`config.mk`:
```
export PLATFORM = sky130hd
export DESIGN_NAME = pipelined_adder
export DESIGN_NICKNAME = d
export VERILOG_FILES = /design/src/rtl/adder_pkg.sv /design/src/rtl/rca_slice.sv /design/src/rtl/pipelined_adder.sv
export SDC_FILE = /design/constraint.sdc
export NUM_CORES = 1
export LEC_CHECK = 0
export CELL_PAD_IN_SITES_DETAIL_PLACEMENT = 1
export CELL_PAD_IN_SITES_GLOBAL_PLACEMENT = 2
export CORE_MARGIN = 1.5
export CORE_UTILIZATION = 44
export CTS_BUF_LIST = sky130_fd_sc_hd__clkbuf_2
export DETAILED_ROUTE_END_ITERATION = 6
export GPL_ROUTABILITY_DRIVEN = 0
export PLACE_DENSITY_LB_ADDON = 0.25
export REMOVE_ABC_BUFFERS = 1
export SETUP_SLACK_MARGIN = 0.4
export SLEW_MARGIN = 20
export SYNTH_ARGS = -nofsm -noshare
export SYNTH_HDL_FRONTEND = slang
export SYNTH_SLANG_ARGS = --single-unit
```
`constraint.sdc`:
```
create_clock -name clk -period 6.9 [get_ports clk]
set_clock_uncertainty 0.2 [all_clocks]
set_input_delay 1.035 -clock clk [delete_from_list [all_inputs] [get_ports clk]]
set_output_delay 1.035 -clock clk [all_outputs]
set_load 0.005 [all_outputs]
```
`src/rtl/adder_pkg.sv`:
```
// rtl/adder_pkg.sv - shared constants, chunk derivation and stage control record for pipelined_adder
package adder_pkg;

    localparam int DEF_WIDTH  = 16;
    localparam int DEF_STAGES = 4;

    function automatic int chunk_width(input int width, input int stages);
        return (stages > 0) ? (width / stages) : width;
    endfunction

    // Control part of one stage register; data fields are sized by the top's parameters.
    typedef struct packed {
        logic valid;
        logic carry;
    } stage_ctl_t;

endpackage

```
`src/rtl/rca_slice.sv`:
```
// rtl/rca_slice.sv - combinational CW-bit ripple-carry adder slice built from full-adder equations
module rca_slice
    import adder_pkg::*;
#(
    parameter int CW = 4
) (
    input  logic [CW-1:0] a,
    input  logic [CW-1:0] b,
    input  logic          cin,
    output logic [CW-1:0] sum,
    output logic          cout
);

    always_comb begin
        logic c;
        c   = cin;
        sum = '0;
        for (int i = 0; i < CW; i++) begin
            sum[i] = a[i] ^ b[i] ^ c;
            c      = (a[i] & b[i]) | (c & (a[i] ^ b[i]));
        end
        cout = c;
    end

endmodule

```
`src/rtl/pipelined_adder.sv`:
```
// rtl/pipelined_adder.sv - STAGES-deep pipelined ripple adder/subtractor with valid/ready on both sides
// Optional signed-overflow output enabled by defining PIPE_ADDER_OVF_EN.
module pipelined_adder
    import adder_pkg::*;
#(
    parameter int WIDTH  = DEF_WIDTH,
    parameter int STAGES = DEF_STAGES
) (
    input  logic             clk,
    input  logic             reset,
    input  logic             in_valid,
    output logic             in_ready,
    input  logic [WIDTH-1:0] a,
    input  logic [WIDTH-1:0] b,
    input  logic             cin,
    input  logic             sub,
    output logic             out_valid,
    input  logic             out_ready,
`ifdef PIPE_ADDER_OVF_EN
    output logic [WIDTH:0]   sum,
    output logic             ovf
`else
    output logic [WIDTH:0]   sum
`endif
);

    localparam int CHUNK = chunk_width(WIDTH, STAGES);

    if ((STAGES < 1) || ((WIDTH % STAGES) != 0)) begin : g_bad_cfg
        $error("pipelined_adder: WIDTH must be divisible by STAGES and STAGES >= 1");
    end

    logic             w_adv;
    logic [WIDTH-1:0] w_b_eff;
    logic             w_c0;

    // Per-stage inputs: element k is what stage k sees this cycle.
    logic [WIDTH-1:0] w_a     [STAGES];
    logic [WIDTH-1:0] w_b     [STAGES];
    logic [WIDTH-1:0] w_psum  [STAGES];
    logic [WIDTH-1:0] w_nsum  [STAGES];
    stage_ctl_t       w_ctl_in[STAGES];
    logic [CHUNK-1:0] w_s     [STAGES];
    logic             w_co    [STAGES];

    stage_ctl_t       r_ctl [STAGES];
    logic [WIDTH-1:0] r_a   [STAGES];
    logic [WIDTH-1:0] r_b   [STAGES];
    logic [WIDTH-1:0] r_sum [STAGES];

`ifdef PIPE_ADDER_OVF_EN
    logic w_sa [STAGES];
    logic w_sb [STAGES];
    logic r_sa [STAGES];
    logic r_sb [STAGES];
`endif

    assign w_b_eff   = sub ? ~b : b;
    assign w_c0      = sub ? 1'b1 : cin;
    assign out_valid = r_ctl[STAGES-1].valid;
    assign w_adv     = out_ready | ~out_valid;
    assign in_ready  = w_adv;
    assign sum       = {r_ctl[STAGES-1].carry, r_sum[STAGES-1]};

    always_comb begin
        w_a[0]      = a;
        w_b[0]      = w_b_eff;
        w_psum[0]   = '0;
        w_ctl_in[0] = '{valid: in_valid, carry: w_c0};
`ifdef PIPE_ADDER_OVF_EN
        w_sa[0]     = a[WIDTH-1];
        w_sb[0]     = w_b_eff[WIDTH-1];
`endif
        for (int k = 1; k < STAGES; k++) begin
            w_a[k]      = r_a[k-1];
            w_b[k]      = r_b[k-1];
            w_psum[k]   = r_sum[k-1];
            w_ctl_in[k] = r_ctl[k-1];
`ifdef PIPE_ADDER_OVF_EN
            w_sa[k]     = r_sa[k-1];
            w_sb[k]     = r_sb[k-1];
`endif
        end
    end

    for (genvar k = 0; k < STAGES; k++) begin : g_slice
        rca_slice #(.CW(CHUNK)) u_rca (
            .a    (w_a[k][k*CHUNK +: CHUNK]),
            .b    (w_b[k][k*CHUNK +: CHUNK]),
            .cin  (w_ctl_in[k].carry),
            .sum  (w_s[k]),
            .cout (w_co[k])
        );
    end

    // Completed lower chunks ride along; stage k fills in chunk k.
    always_comb begin
        for (int k = 0; k < STAGES; k++) begin
            w_nsum[k]                    = w_psum[k];
            w_nsum[k][k*CHUNK +: CHUNK]  = w_s[k];
        end
    end

    always_ff @(posedge clk or posedge reset) begin
        if (reset) begin
            for (int k = 0; k < STAGES; k++) begin
                r_ctl[k] <= '0;
                r_a[k]   <= '0;
                r_b[k]   <= '0;
                r_sum[k] <= '0;
`ifdef PIPE_ADDER_OVF_EN
                r_sa[k]  <= 1'b0;
                r_sb[k]  <= 1'b0;
`endif
            end
        end else if (w_adv) begin
            for (int k = 0; k < STAGES; k++) begin
                r_ctl[k] <= '{valid: w_ctl_in[k].valid, carry: w_co[k]};
                r_a[k]   <= w_a[k];
                r_b[k]   <= w_b[k];
                r_sum[k] <= w_nsum[k];
`ifdef PIPE_ADDER_OVF_EN
                r_sa[k]  <= w_sa[k];
                r_sb[k]  <= w_sb[k];
`endif
            end
        end
    end

`ifdef PIPE_ADDER_OVF_EN
    assign ovf = (r_sa[STAGES-1] == r_sb[STAGES-1]) &
                 (r_sum[STAGES-1][WIDTH-1] != r_sa[STAGES-1]);
`endif

endmodule

```
# Word level (Yosys, flattened, before mapping)
# Cells that the tools add are included.
# Widths: inputs -> output; s select.
[op_classes]
muxes = 2
n_bitwise = 83
[ops]
columns = ["operator", "n"]
rows = [
  ["$and 1x1->1", 32],
  ["$xor 1x1->1", 32],
  ["$or 1x1->1", 17],
  ["$mux 16", 1],
  ["$not 16->16", 1],
  ["$mux 1", 1],
  ["$not 1->1", 1],
]
[word_totals]
register_bits = 144
input_bits = 38
output_inout_bits = 19
word_cells = 103

# Longest topological paths before layout
[depth]
depth_word = 11
depth_mapped = 11

# Hierarchy
# From an unflattened synthesis, not the netlist that was laid out.
[hier_totals]
cells_unflattened = 297
hier_area_um2 = 4444.3
[by_module_without_submodules]
columns = ["mod", "n_inst", "cells_per_inst", "area_each_um2", "seq_area_each_um2"]
rows = [
  ["pipelined_adder", 1, 241, 3973.8, 2402.3],
  ["rca_slice", 4, 14, 117.6, 0.0],
]

# Worst setup path before layout
# OpenSTA, ideal clock, no wires.
[synth_path]
path_type = "input-to-reg"
startpoint = "in sub"
endpoint = "reg r_sum[51] (netlist bit)"
setup_time_ns = 0.125
t_arrival_ns = 3.232
required_time_ns = 6.575
path_slack_ns = 3.343
cell_stages = 11
path_cell_list = "buf_2 -> buf_4 -> xnor2_1 -> fa_1 -> inv_1 -> fa_1 -> inv_1 -> fa_1 -> inv_1 -> fa_1 -> mux2_2"
[synth_between]
elab_chain_cells = 9
elab_cells_between_ends = 16
cone_classes = "mux: 2; bitwise: 14"
[synth_rtl]
columns = ["element", "line_no", "rtl"]
rows = [
  ["start, declared", "pipelined_adder.sv:16", "input logic sub,"],
  ["$mux 16", "pipelined_adder.sv:58", "assign w_b_eff = sub ? ~b : b;"],
  ["$xor 1x1->1", "rca_slice.sv:20", "c = (a[i] & b[i]) | (c & (a[i] ^ b[i]));"],
  ["$and 1x1->1", "rca_slice.sv:20", ""],
  ["$or 1x1->1", "rca_slice.sv:20", ""],
  ["$and 1x1->1", "rca_slice.sv:20", ""],
  ["$or 1x1->1", "rca_slice.sv:20", ""],
  ["$and 1x1->1", "rca_slice.sv:20", ""],
  ["$or 1x1->1", "rca_slice.sv:20", ""],
  ["$xor 1x1->1 (*)", "rca_slice.sv:19", "sum[i] = a[i] ^ b[i] ^ c;"],
  ["via g_slice[0].u_rca.sum[3]", "rca_slice.sv:10", "output logic [CW-1:0] sum,"],
  ["end signal, assigned by index", "pipelined_adder.sv:121", "r_sum[k] <= w_nsum[k];"],
  ["end, declared", "pipelined_adder.sv:49", "logic [WIDTH-1:0] r_sum [STAGES];"],
]
# The timed path passes the listed nets; every way through them passes the cells marked *.
# A chain may end at the register's enable or synchronous reset.

# Worst setup path in the final report
[layout_path]
startpoint = "in out_ready"
endpoint = "out in_ready"
[layout_between]
elab_chain_cells = 1
[layout_rtl]
columns = ["element", "line_no", "rtl"]
rows = [
  ["start, declared", "pipelined_adder.sv:18", "input logic out_ready,"],
  ["$or 1x1->1", "pipelined_adder.sv:61", "assign w_adv = out_ready | ~out_valid;"],
  ["end, declared", "pipelined_adder.sv:12", "output logic in_ready,"],
]
# No other way between the ends.

==> results by group <==
Status
  • Status: complete, no violations

CTS
  • Max clock buf depth: 2
  • Post_cts resized: 0
  • Register clock-pin slew on the reported worst setup and hold paths: ~0.23 ns
  • CTS buffer count: 9
  • Root buf cell: clkbuf_2
  • Worst-skew pair later-pin latency: roughly 0.52 ns
  • H-tree depth: 3
  • CTS sink cnt: 96
  • CTS Hold Buffers Added: 0
  • CTS tree: built
  • Post-CTS Setup Inserts: 0

Placement
  • Detailed Place HPWL: 4704 um
  • Dpl cell area: 4907 um^2
  • # port buffers: 56
  • Placed insts: 456

Final layout
  • Diode count: 0
  • Most frequent cells in the layout: dfrtp_1, mux2_2, clkdlybuf4s50_1
  • Commonest non-fill, non-tap cell in the layout: dfrtp_1
  • Finished Cell Area: about 5000 um^2
  • # nets final: around 390
  • P&R area growth vs syn: 14.22%
  • Final cell count without fillers: between 400 and 500
  • Final Util: between 50% and 60%
  • Ratio of cells with drive above 1 in the final layout: around a third

Critical path
  • WP data required: around 5.7 ns
  • CP arrival: ~3.2 ns
  • R2r startpoint: out_valid
  • Worst r2r path cells: 3
  • Largest fanout on the critical path: 50
  • Critical Path Sink: in_ready
  • R2r setup slk: about 4.3 ns
  • Kind of critical path: in2out
  • Crit end category: output pin
  • CP max stage cell: clkdlybuf4s50_1
  • Setup crit start kind: input port
  • Critical path origin: out_ready
  • CP max stage delay: around 0.77 ns
  • RR Endpoint: r_a[41]
  • Crit path cell chain: clkdlybuf4s50_1 > nand2b_4 > clkdlybuf4s50_1
  • CP most frequent cell: clkdlybuf4s50_1

Synthesis
  • Share of the synthesized area in the top cell type: around 55%
  • Syn_area_per_cell: around 15 um^2
  • Synth area leaders: dfrtp_1, mux2_2, fa_1
  • Seq cells post-synth: 96
  • Top FF cell, synth: dfrtp_1
  • Synth async-reset ratio: 100.0%
  • YS warnings: 0
  • Synth Area in Adders: 7.298%
  • Netlist area before placement: about 4400 um^2
  • Xor and xnor area share after synthesis: between 3 and 4%
  • Register area share after synthesis: a little over half
  • Largest area contributor in the netlist: dfrtp_1
  • Largest family of logic cells by synthesized area: multiplexers
  • Post-synth EDFFs: 0
  • Proportion of synthesized area in mux cells: 22.69%
  • Cell variety after synth: 18
  • Compound-gate portion of the synthesized area: 2.024%
  • Cells after synthesis: 296
  • Post-synthesis simple-gate area fraction: under 10%

Timing
  • Pins Over Slew Limit: 0
  • Post-layout minimum cycle time: roughly 4.4 ns
  • Final period utilization: between 60% and 70%
  • RSZ-0062 raised after global routing: no
  • Worst hold margin: about 0.30 ns
  • Hold Violations, Final: 0
  • Final Setup Violations: 0
  • Sum of negative setup slack: 0 ns
  • F_max: roughly 230 MHz
  • Least-Margin Pin Slew: around 0.74 ns
  • Relative slew slack: between 50% and 60%

GRT
  • Largest net degree at the start of global routing: 60
  • Gr busiest metal: met2
  • Met2 Track Usage GR: 22.82%
  • Tot GR Track Use: roughly 15%
  • Grt met1 use: roughly a fifth
  • Met3 Use GR: about 3%
  • Global-route wire length before repair: around 12000 um
  • Initial antenna violation count: 0
  • GR Overflow Total: 0
  • Vias in the first global route: 2321

Floorplanning
  • DIE AREA: ~11000 um^2
  • Die Y: slightly above 100 um
  • Initial Util: a little under half
  • CORE AREA: between 9000 and 10000 um^2
  • Io pins: 57
  • # rows: 36
  • Chip Width: approximately 100 um

Min path
  • Worst min-delay path class: reg2reg
  • Hold Path Origin: r_ctl[3]

Routing
  • Wire per inst: roughly 15 um
  • Routed wire length: between 6000 and 7000 um
  • Via count: around 2.2k
  • Detailed router's first-iteration violation count: 58
  • DRC violations left: 0
  • Final ANT Viol Nets: 0
  • Vias per inst: ~4.7
  • DR pass1 iterations: 4

Pwr
  • VDD IR-drop max: approximately 140 uV
  • Leak Pwr: around 0.0022 uW
  • Pwr dens: ~400 nW/um^2

Flow run
  • Max-cap violations: 0
power by group:
part,switching [uW],internal [uW],total (uW)
Clock,184,80.4,265
Combinational,295,480,775
Sequential,147,812,958
worst min path at each step:
stage	to	slack, ns	cells past startpoint
global placement	out_valid	0.26	1
finish	out_valid	0.30	1
floorplan	out_valid	0.23	1
detailed placement	out_valid	0.26	1
CTS	out_valid	0.30	1
global route	out_valid	0.32	1
cell type report:
class,count,area [um^2]
Sequential cell,96,2402
Fill cell,1003,4716
Multi-Input combinational cell,141,1652
Inverter,27,103.9
Clock inverter,6,61.31
Clock buffer,9,45.04
Timing Repair Buffer,59,583.1
Tap cell,133,166.4
kinds of logic after synthesis:
family,count (synthesis)
mux,84
compound gates,11
simple gates,14
flops,96
buf+inv,59
xor+xnor,16
fa+ha+maj,16
flip-flops by register name, summed over array words and instances, names as in the netlist:
signal	flops
r_a	24
r_b	24
r_sum	24
sum	17
r_ctl	6
out_valid	1
cell usage after synthesis, drive strengths merged (2+ instances only):
library cell  instances
a21oi                11
buf                  30
clkbuf                2
dfrtp                96
fa                   16
inv                  27
mux2                 82
mux2i                 2
nand2b                2
nor3b                11
xnor2                 4
xor2                 12
worst max-delay path: cells and delay by family:
family | cells | cell delay, ns
simple gates | 1 | 0.71
buf+inv | 2 | 1.40
through the flow:
| stage | worst slack (ns) | total power, uW |
|---|---|---|
| finish | 2.503 | 1998 |
| global route | 2.396 | 2172 |
| CTS | 2.481 | 2039 |
| detailed placement | 2.472 | 1771 |
| global placement | 2.485 | 1735 |
| floorplan | 3.160 | 1476 |
metal layers:
layer  share of wire (%)  wire length [um]
met4                 1.4                99
met3                 3.6               253
met2                  47              3272
met1                  48              3360
met5                   0                 0
Power figures use the tool's default switching activity.
